`src/rtl/alu_seq.sv`:
```
// alu_seq: runs one wide (NBYTES x 8) operation through the shared 8-bit ALU,
// one byte pass per cycle. Carry/shift-out is chained between passes, and the
// per-byte flags are merged into whole-word flags. Requests and results use
// valid/ready handshakes. Only one operation is in flight at a time.
module alu_seq #(
  parameter int NBYTES = 2,
  localparam int W     = 8 * NBYTES
) (
  input  logic         clk,
  input  logic         reset,
  input  logic         req_valid,
  output logic         req_ready,
  input  logic [8:0]   req_op,
  input  logic [W-1:0] req_a,
  input  logic [W-1:0] req_b,
  input  logic         req_ci,
  input  logic         req_msb_first,
  output logic         rsp_valid,
  input  logic         rsp_ready,
  output logic [W-1:0] rsp_result,
  output logic         rsp_co,
  output logic         rsp_z,
  output logic         rsp_neg,
  output logic         busy,
  output logic [7:0]   alu_a_o,
  output logic [7:0]   alu_acc_o,
  output logic         alu_ci_o,
  output logic [8:0]   alu_op_o,
  input  logic [7:0]   alu_acc_i,
  input  logic         alu_co_i,
  input  logic         alu_z_i,
  input  logic         alu_neg_i
);

  localparam int IW = (NBYTES > 1) ? $clog2(NBYTES) : 1;
  localparam logic [IW-1:0] LAST = IW'(NBYTES - 1);

  typedef enum logic [1:0] {IDLE, RUN, DONE} state_t;

  state_t                  state_q, state_d;
  logic [8:0]              op_q;
  logic [NBYTES-1:0][7:0]  a_q, b_q, res_q;
  logic                    ci_q, msb_q, carry_q, z_q, neg_q;
  logic [IW-1:0]           idx_q, byte_k;
  logic                    last_pass;

  // Byte handled in the current pass. MSB-first walks the bytes downward so
  // that right shifts can chain the shift-out bit toward the LSB.
  always_comb begin
    byte_k    = msb_q ? (LAST - idx_q) : idx_q;
    last_pass = (idx_q == LAST);
  end

  assign rsp_result = res_q;
  assign rsp_co     = carry_q;
  assign rsp_z      = z_q;
  assign rsp_neg    = neg_q;

  // Next-state logic, handshake outputs and ALU drive. The ALU inputs are
  // driven only during RUN and are held at zero otherwise.
  always_comb begin
    state_d   = state_q;
    req_ready = (state_q == IDLE);
    busy      = (state_q != IDLE);
    rsp_valid = (state_q == DONE);
    alu_a_o   = '0;
    alu_acc_o = '0;
    alu_ci_o  = 1'b0;
    alu_op_o  = '0;
    case (state_q)
      IDLE: if (req_valid) state_d = RUN;
      RUN: begin
        alu_a_o   = a_q[byte_k];
        alu_acc_o = b_q[byte_k];
        alu_op_o  = op_q;
        alu_ci_o  = (idx_q == '0) ? ci_q : carry_q;
        if (last_pass) state_d = DONE;
      end
      DONE: if (rsp_ready) state_d = IDLE;
      default: state_d = IDLE;
    endcase
  end

  // Latch the request, accumulate the per-pass results and flags, and apply
  // a synchronous reset that drops any operation in flight.
  always_ff @(posedge clk) begin
    if (!reset) begin
      state_q <= IDLE;
      op_q    <= '0;
      a_q     <= '0;
      b_q     <= '0;
      res_q   <= '0;
      ci_q    <= 1'b0;
      msb_q   <= 1'b0;
      carry_q <= 1'b0;
      z_q     <= 1'b0;
      neg_q   <= 1'b0;
      idx_q   <= '0;
    end else begin
      state_q <= state_d;
      case (state_q)
        IDLE: if (req_valid) begin
          op_q    <= req_op;
          a_q     <= req_a;
          b_q     <= req_b;
          ci_q    <= req_ci;
          msb_q   <= req_msb_first;
          res_q   <= '0;
          carry_q <= 1'b0;
          z_q     <= 1'b1;
          neg_q   <= 1'b0;
          idx_q   <= '0;
        end
        RUN: begin
          res_q[byte_k] <= alu_acc_i;
          carry_q       <= alu_co_i;
          z_q           <= z_q & alu_z_i;
          if (byte_k == LAST) neg_q <= alu_neg_i;
          idx_q         <= idx_q + 1'b1;
        end
        default: ;
      endcase
    end
  end

endmodule

```
`config.mk`:
```
export PLATFORM = sky130hd
export DESIGN_NAME = alu_seq
export DESIGN_NICKNAME = d
export VERILOG_FILES = /design/src/rtl/alu_seq.sv
export SDC_FILE = /design/constraint.sdc
export NUM_CORES = 1
export LEC_CHECK = 0
export ABC_AREA = 1
export CAP_MARGIN = 30
export CORE_ASPECT_RATIO = 2
export CORE_MARGIN = 3
export CORE_UTILIZATION = 23
export DETAILED_ROUTE_END_ITERATION = 10
export DONT_BUFFER_PORTS = 1
export SETUP_SLACK_MARGIN = 0.2
export SYNTH_ARGS = -nofsm -noshare
export SYNTH_HDL_FRONTEND = slang
export SYNTH_SLANG_ARGS = --single-unit
export TNS_END_PERCENT = 5
```
`constraint.sdc`:
```
create_clock -name clk -period 1.35 [get_ports clk]
set_input_delay 0.135 -clock clk [delete_from_list [all_inputs] [get_ports clk]]
set_output_delay 0.135 -clock clk [all_outputs]
set_load 0.005 [all_outputs]
```
Word-level counts from Yosys, hierarchy flattened

Cells that the tools add are included.

Add/sub/neg operators: 2
Magnitude comparators: 2
Eq/ne operators: 6
Muxes and demuxes: 26
Bitwise gates (word level): 1
Reductions and logical operators: 8

Operators by type and width:

| kind                  | number |
|---|---|
| $mux W8               | 7 |
| $pmux W16 S2          | 1 |
| $bwmux W16            | 1 |
| $mux W16              | 1 |
| $mux W9               | 1 |
| $demux W8 S1          | 1 |
| $pmux W1 S2           | 4 |
| $mux W1               | 6 |
| $mux W2               | 3 |
| $ne A2 B2 Y1 const B  | 3 |
| $pmux W2 S3           | 1 |
| $reduce_and A3 Y1     | 2 |
| $reduce_and A2 Y1     | 2 |
| $reduce_bool A2 Y1    | 2 |
| $eq A2 B1 Y1 const B  | 1 |
| $eq A2 B2 Y1 const B  | 1 |
| $logic_not A2 Y1      | 1 |
| $lt A1 B2 Y1 const B  | 1 |
| $ne A2 B1 Y1 const B  | 1 |
| $add A1 B1 Y1 const B | 1 |
| $and A1 B1 Y1         | 1 |
| $ge A1 B1 Y1 const B  | 1 |
| $logic_and A1 B1 Y1   | 1 |
| $sub A1 B1 Y1 const A | 1 |

Register bits after elaboration: 65
Output and inout port bits: 48

Depth between registers and ports, before layout

Depth after elaboration: 8
Depth in mapped cells: 7
Depth with buffers taken out: 6

Worst setup path before layout

OpenSTA, ideal clock, no wires.

Path kind: reg2out
Start: register msb_q
End: output port alu_a_o[0]
Data arrival time: 1071 ps
Path slack: 144 ps
Stages on the path, launching flop included: 8
Buffers on the path: 1
Path through: dfxtp_1 > inv_1 > nand2_2 > nand2_4 > nor2_8 > buf_2 > nand2_1 > nand2_1

Word-level cells in the longest chain between the ends: 4

RTL lines:

| item                                        | line | RTL |
|---|---|---|
| from (decl)                                 | 43   | `logic ci_q, msb_q, carry_q, z_q, neg_q;` |
| from (signal assigned)                      | 107  | `msb_q <= req_msb_first;` |
| $mux W1                                     | 50   | `byte_k = msb_q ? (LAST - idx_q) : idx_q;` |
| $mux W8 (implied by the code) (2 in series) | 73   | `alu_a_o = a_q[byte_k];` |
| $mux W8                                     | 70   | `case (state_q)` |
| to (decl)                                   | 25   | `output logic [7:0] alu_a_o,` |

No other way between the ends. The select of a mux whose other input is x is not followed.

Final worst setup path

Start: register idx_q
End: output port alu_a_o[5]

Word-level cells in the longest chain between the ends: 5

RTL lines:

| item                                          | line | RTL |
|---|---|---|
| from (decl)                                   | 44   | `logic [IW-1:0] idx_q, byte_k;` |
| from (signal assigned)                        | 119  | `idx_q <= idx_q + 1'b1;` |
| $sub A1 B1 Y1                                 | 50   |  |
| $mux W1 *                                     | 50   |  |
| $mux W8 (implied by the code) * (2 in series) | 73   |  |
| $mux W8 *                                     | 70   |  |

Every way passes the cells marked *; elsewhere a longest branch is shown, timed or not. The select of a mux whose other input is x is not followed.

==> impl_metrics.toml <==
[drt]
count_of_routing_violations_after_the_opening_detailed_route_iteration = 152
m1WireLength_mm = 3.012
detailroute.via_count = 2684
met3WireLength_um = 428
final_antenna_net_count = 0
viasPerCell = 4.668
drt_wl_total_mm = 9.271
firstDrtPassIters = 4
highest-signal-layer = "met4"
dr_wl_met2_mm = 5.352
detail_route.wl_per_cell_um = 16.12
detail_route.drc_violations = 0

[power_and_ir_drop]
internal_power_mw = 3.968
power.switching_fraction_pct = 28.15
leakagePower_nw = 1.616
power_mw = 5.523
combinational_power_share_pct = 19.1
power_switching_mw = 1.555
power_density_relative_to_cell_area_nw_per_um2 = 1316
power_frac_seq_pct = 39.4
irDropWorstVdd_mv = 0.7119
power.share.clock_pct = 41.6

[sta]
finalCritPeriodShare_pct = 114.9
fin_ws_ns = -0.2005
rsz_0062_raised_after_global_routing = "true"
setup_viol_count_final = 16
worst-slew-pin-transition_ns = 0.4266
layout_min_cycle_time_ns = 1.551
slew_violations = 0
maxSlewHeadroom_pct = 71.26
achievable_frequency_mhz = 644.9
final_report_hold_violation_count = 0
worst_case_clock_skew_ns = 0.004363

[die]
dieWidth_um = 82.01
rows = 54
fp.coreArea_um2 = 11080
io-pin-count = 106
floorplan.die_area_um2 = 12960
die_height_um = 158.0
floorplan.initialDensity_pct = 23.98

[layout]
multi_input_area_um2 = 1483
final_common_cell = "nor2_1"
layoutNonFillerInstCount = 575
sequential_cell_area_um2 = 1316
syn2layout_area_growth_pct = 57.91
most-common-layout-cells = "62 x nor2_1, 61 x dfxtp_1, 45 x dlygate4sd3_1, 41 x o21ai_0, 33 x nand2_1"
nNetsFinal = 487
fillerInstances = 1128
drive_above_1_share_pct = 28.34

[logic_synthesis]
postSynthRegisterBits = 65
synthesis.yosys.warnings = 0
synthCells = 365
synth_nets = 423
post_synth_instance_area_um2 = 2658
netlist-cell-type-count = 19
synthesis.area_per_instance_um2 = 7.281
synth-seq-area-share_pct = 48.96

[worst_setup_path]
critPathTopFamily = "simple AND/OR/NAND/NOR gates"
critPathLaunchType = "flip-flop"
worst_path_cell_with_the_longest_stage_delay = "dfxtp_4"
cp_max_fo = 9
criticalPathCategory = "flip-flop to primary output"
path_cells = "inv_4 -> nand2_4 -> nand2_8 -> nor2_8 -> clkbuf_16 -> nand2_2 -> nand2_1"
critical_path_buf_inv_count = 2
critPathCaptureType = "primary output"
required_ns = 1.22
max_stage_delay_ns = 0.38
critPathArrivalTime_ns = 1.42

[cts]
htreeDepth = 3
cts_inserted_buffers = 9
worst_skew_pair.late_latency_ns = 0.33
clockRootBuffer = "clkbuf_16"
cts_tree = "yes"
worst_setup_hold_path_clk_slew_ns = 0.06
cts.sinks = 65
clock_tree_buffer_depth = 2

[placement]
detailedPlacementHpwl_mm = 5.808
place.port_buffers = 0
routabilityCongestion = 0.7613
pre_cts_slack_ns = -0.03083
dp.cells = 495

[status]
outcome = "finished with violations"
violated_checks = "negative setup slack"

[worst_hold_path]
hold_path.class = "primary input to flip-flop"

[global_routing]
gr-total-overflow = 0
track_usage_pct = 13.98
grt_start_max_net_pins = 49
grt_pass1_vias = 2711
grt_first_pass_wirelength_mm = 13.37
grt_antenna_before_repair = 0

[run]
max_cap_violations = 0
==> sequential cells by signal, indices dropped and copies added, names as in the netlist <==
signal      count
a_q            16
b_q            16
rsp_result     16
op_q            9
state_q         2
ci_q            1
idx_q           1
msb_q           1
rsp_co          1
rsp_neg         1
rsp_z           1
==> cells in the mapped netlist (all sizes together) <==
| cell type | n | area, um2 |
|---|---|---|
| nor2 | 80 | 319.1 |
| nand3 | 43 | 227.7 |
| dfxtp | 65 | 1301 |
| o21ai | 45 | 225.2 |
| clkbuf | 10 | 38.78 |
| a21oi | 33 | 165.2 |
| inv | 18 | 67.57 |
| buf | 14 | 78.82 |
| nand2 | 57 | 234.0 |
==> logic make-up (layout without fill, tap and decap cells) <==
kind of cell    after synthesis  after routing  share of synthesized area (%)
compound gates               78             78                          14.69
buf+inv                      42            111                          6.968
flops                        65             65                          48.96
other cells                   0              1                              0
simple gates                180            180                          29.38
==> final cells by class <==
| class | count | area share, % |
|---|---|---|
| Multi-Input combinational cell | 258 | 35.33 |
| Sequential cell | 65 | 31.37 |
| Timing Repair Buffer | 77 | 20.10 |
| Clock buffer | 9 | 5.367 |
| Tap cell | 140 | 4.174 |
| Inverter | 18 | 1.908 |
| Clock inverter | 7 | 1.699 |
| Antenna cell | 1 | 0.05963 |
==> layer usage <==
metal / track usage, % / vias up
met5: 0 / -
met4: 8.479 / 0
met3: 3.986 / 29
met2: 25.97 / 86
met1: 12.84 / 1254
li1: - / 1315
==> power groups by stage <==
stage	Sequential (mW)	Combinational (mW)	Clock [mW]
CTS	2.16	0.922	2.37
finish	2.17	1.05	2.30
global route	2.19	1.15	2.44
global placement	2.19	0.644	0
detailed placement	2.20	0.657	0
floorplan	2.18	0.468	0
==> per-stage QoR <==
step / instance area, um2 / hold slack (ns) / TNS, ns / utilization [%]
floorplan: 2668 / 0.2659 / 0 / -
global placement: 2888 / 0.2704 / 0 / 26.06
detailed placement: 2888 / 0.2753 / -0.1666 / 26.06
CTS: 3882 / 0.003610 / -3.812 / 35.04
global route: 4194 / 0.02998 / -4.010 / 37.85
finish: 4197 / 0.01263 / -2.792 / 37.87
==> worst paths after layout <==
check                   from         end  slack (ns)  cells past startpoint
hold reg to reg       b_q[8]      b_q[8]        0.48                      2
setup / recovery       idx_q  alu_a_o[5]       -0.20                      7
setup reg to reg  state_q[0]     a_q[13]        0.04                      7
hold / removal     req_op[3]     op_q[3]        0.01                      2
==> repair_timing <==
action	CTS	global route
buffers inserted	11	5
pin swaps	4	27
endpoints found under the hold margin	62	0
setup endpoints to repair	82	92
gates resized for setup	37	71
gates cloned	1	0
hold buffers	46	0
No activity file was read; power rests on OpenSTA's default activity.
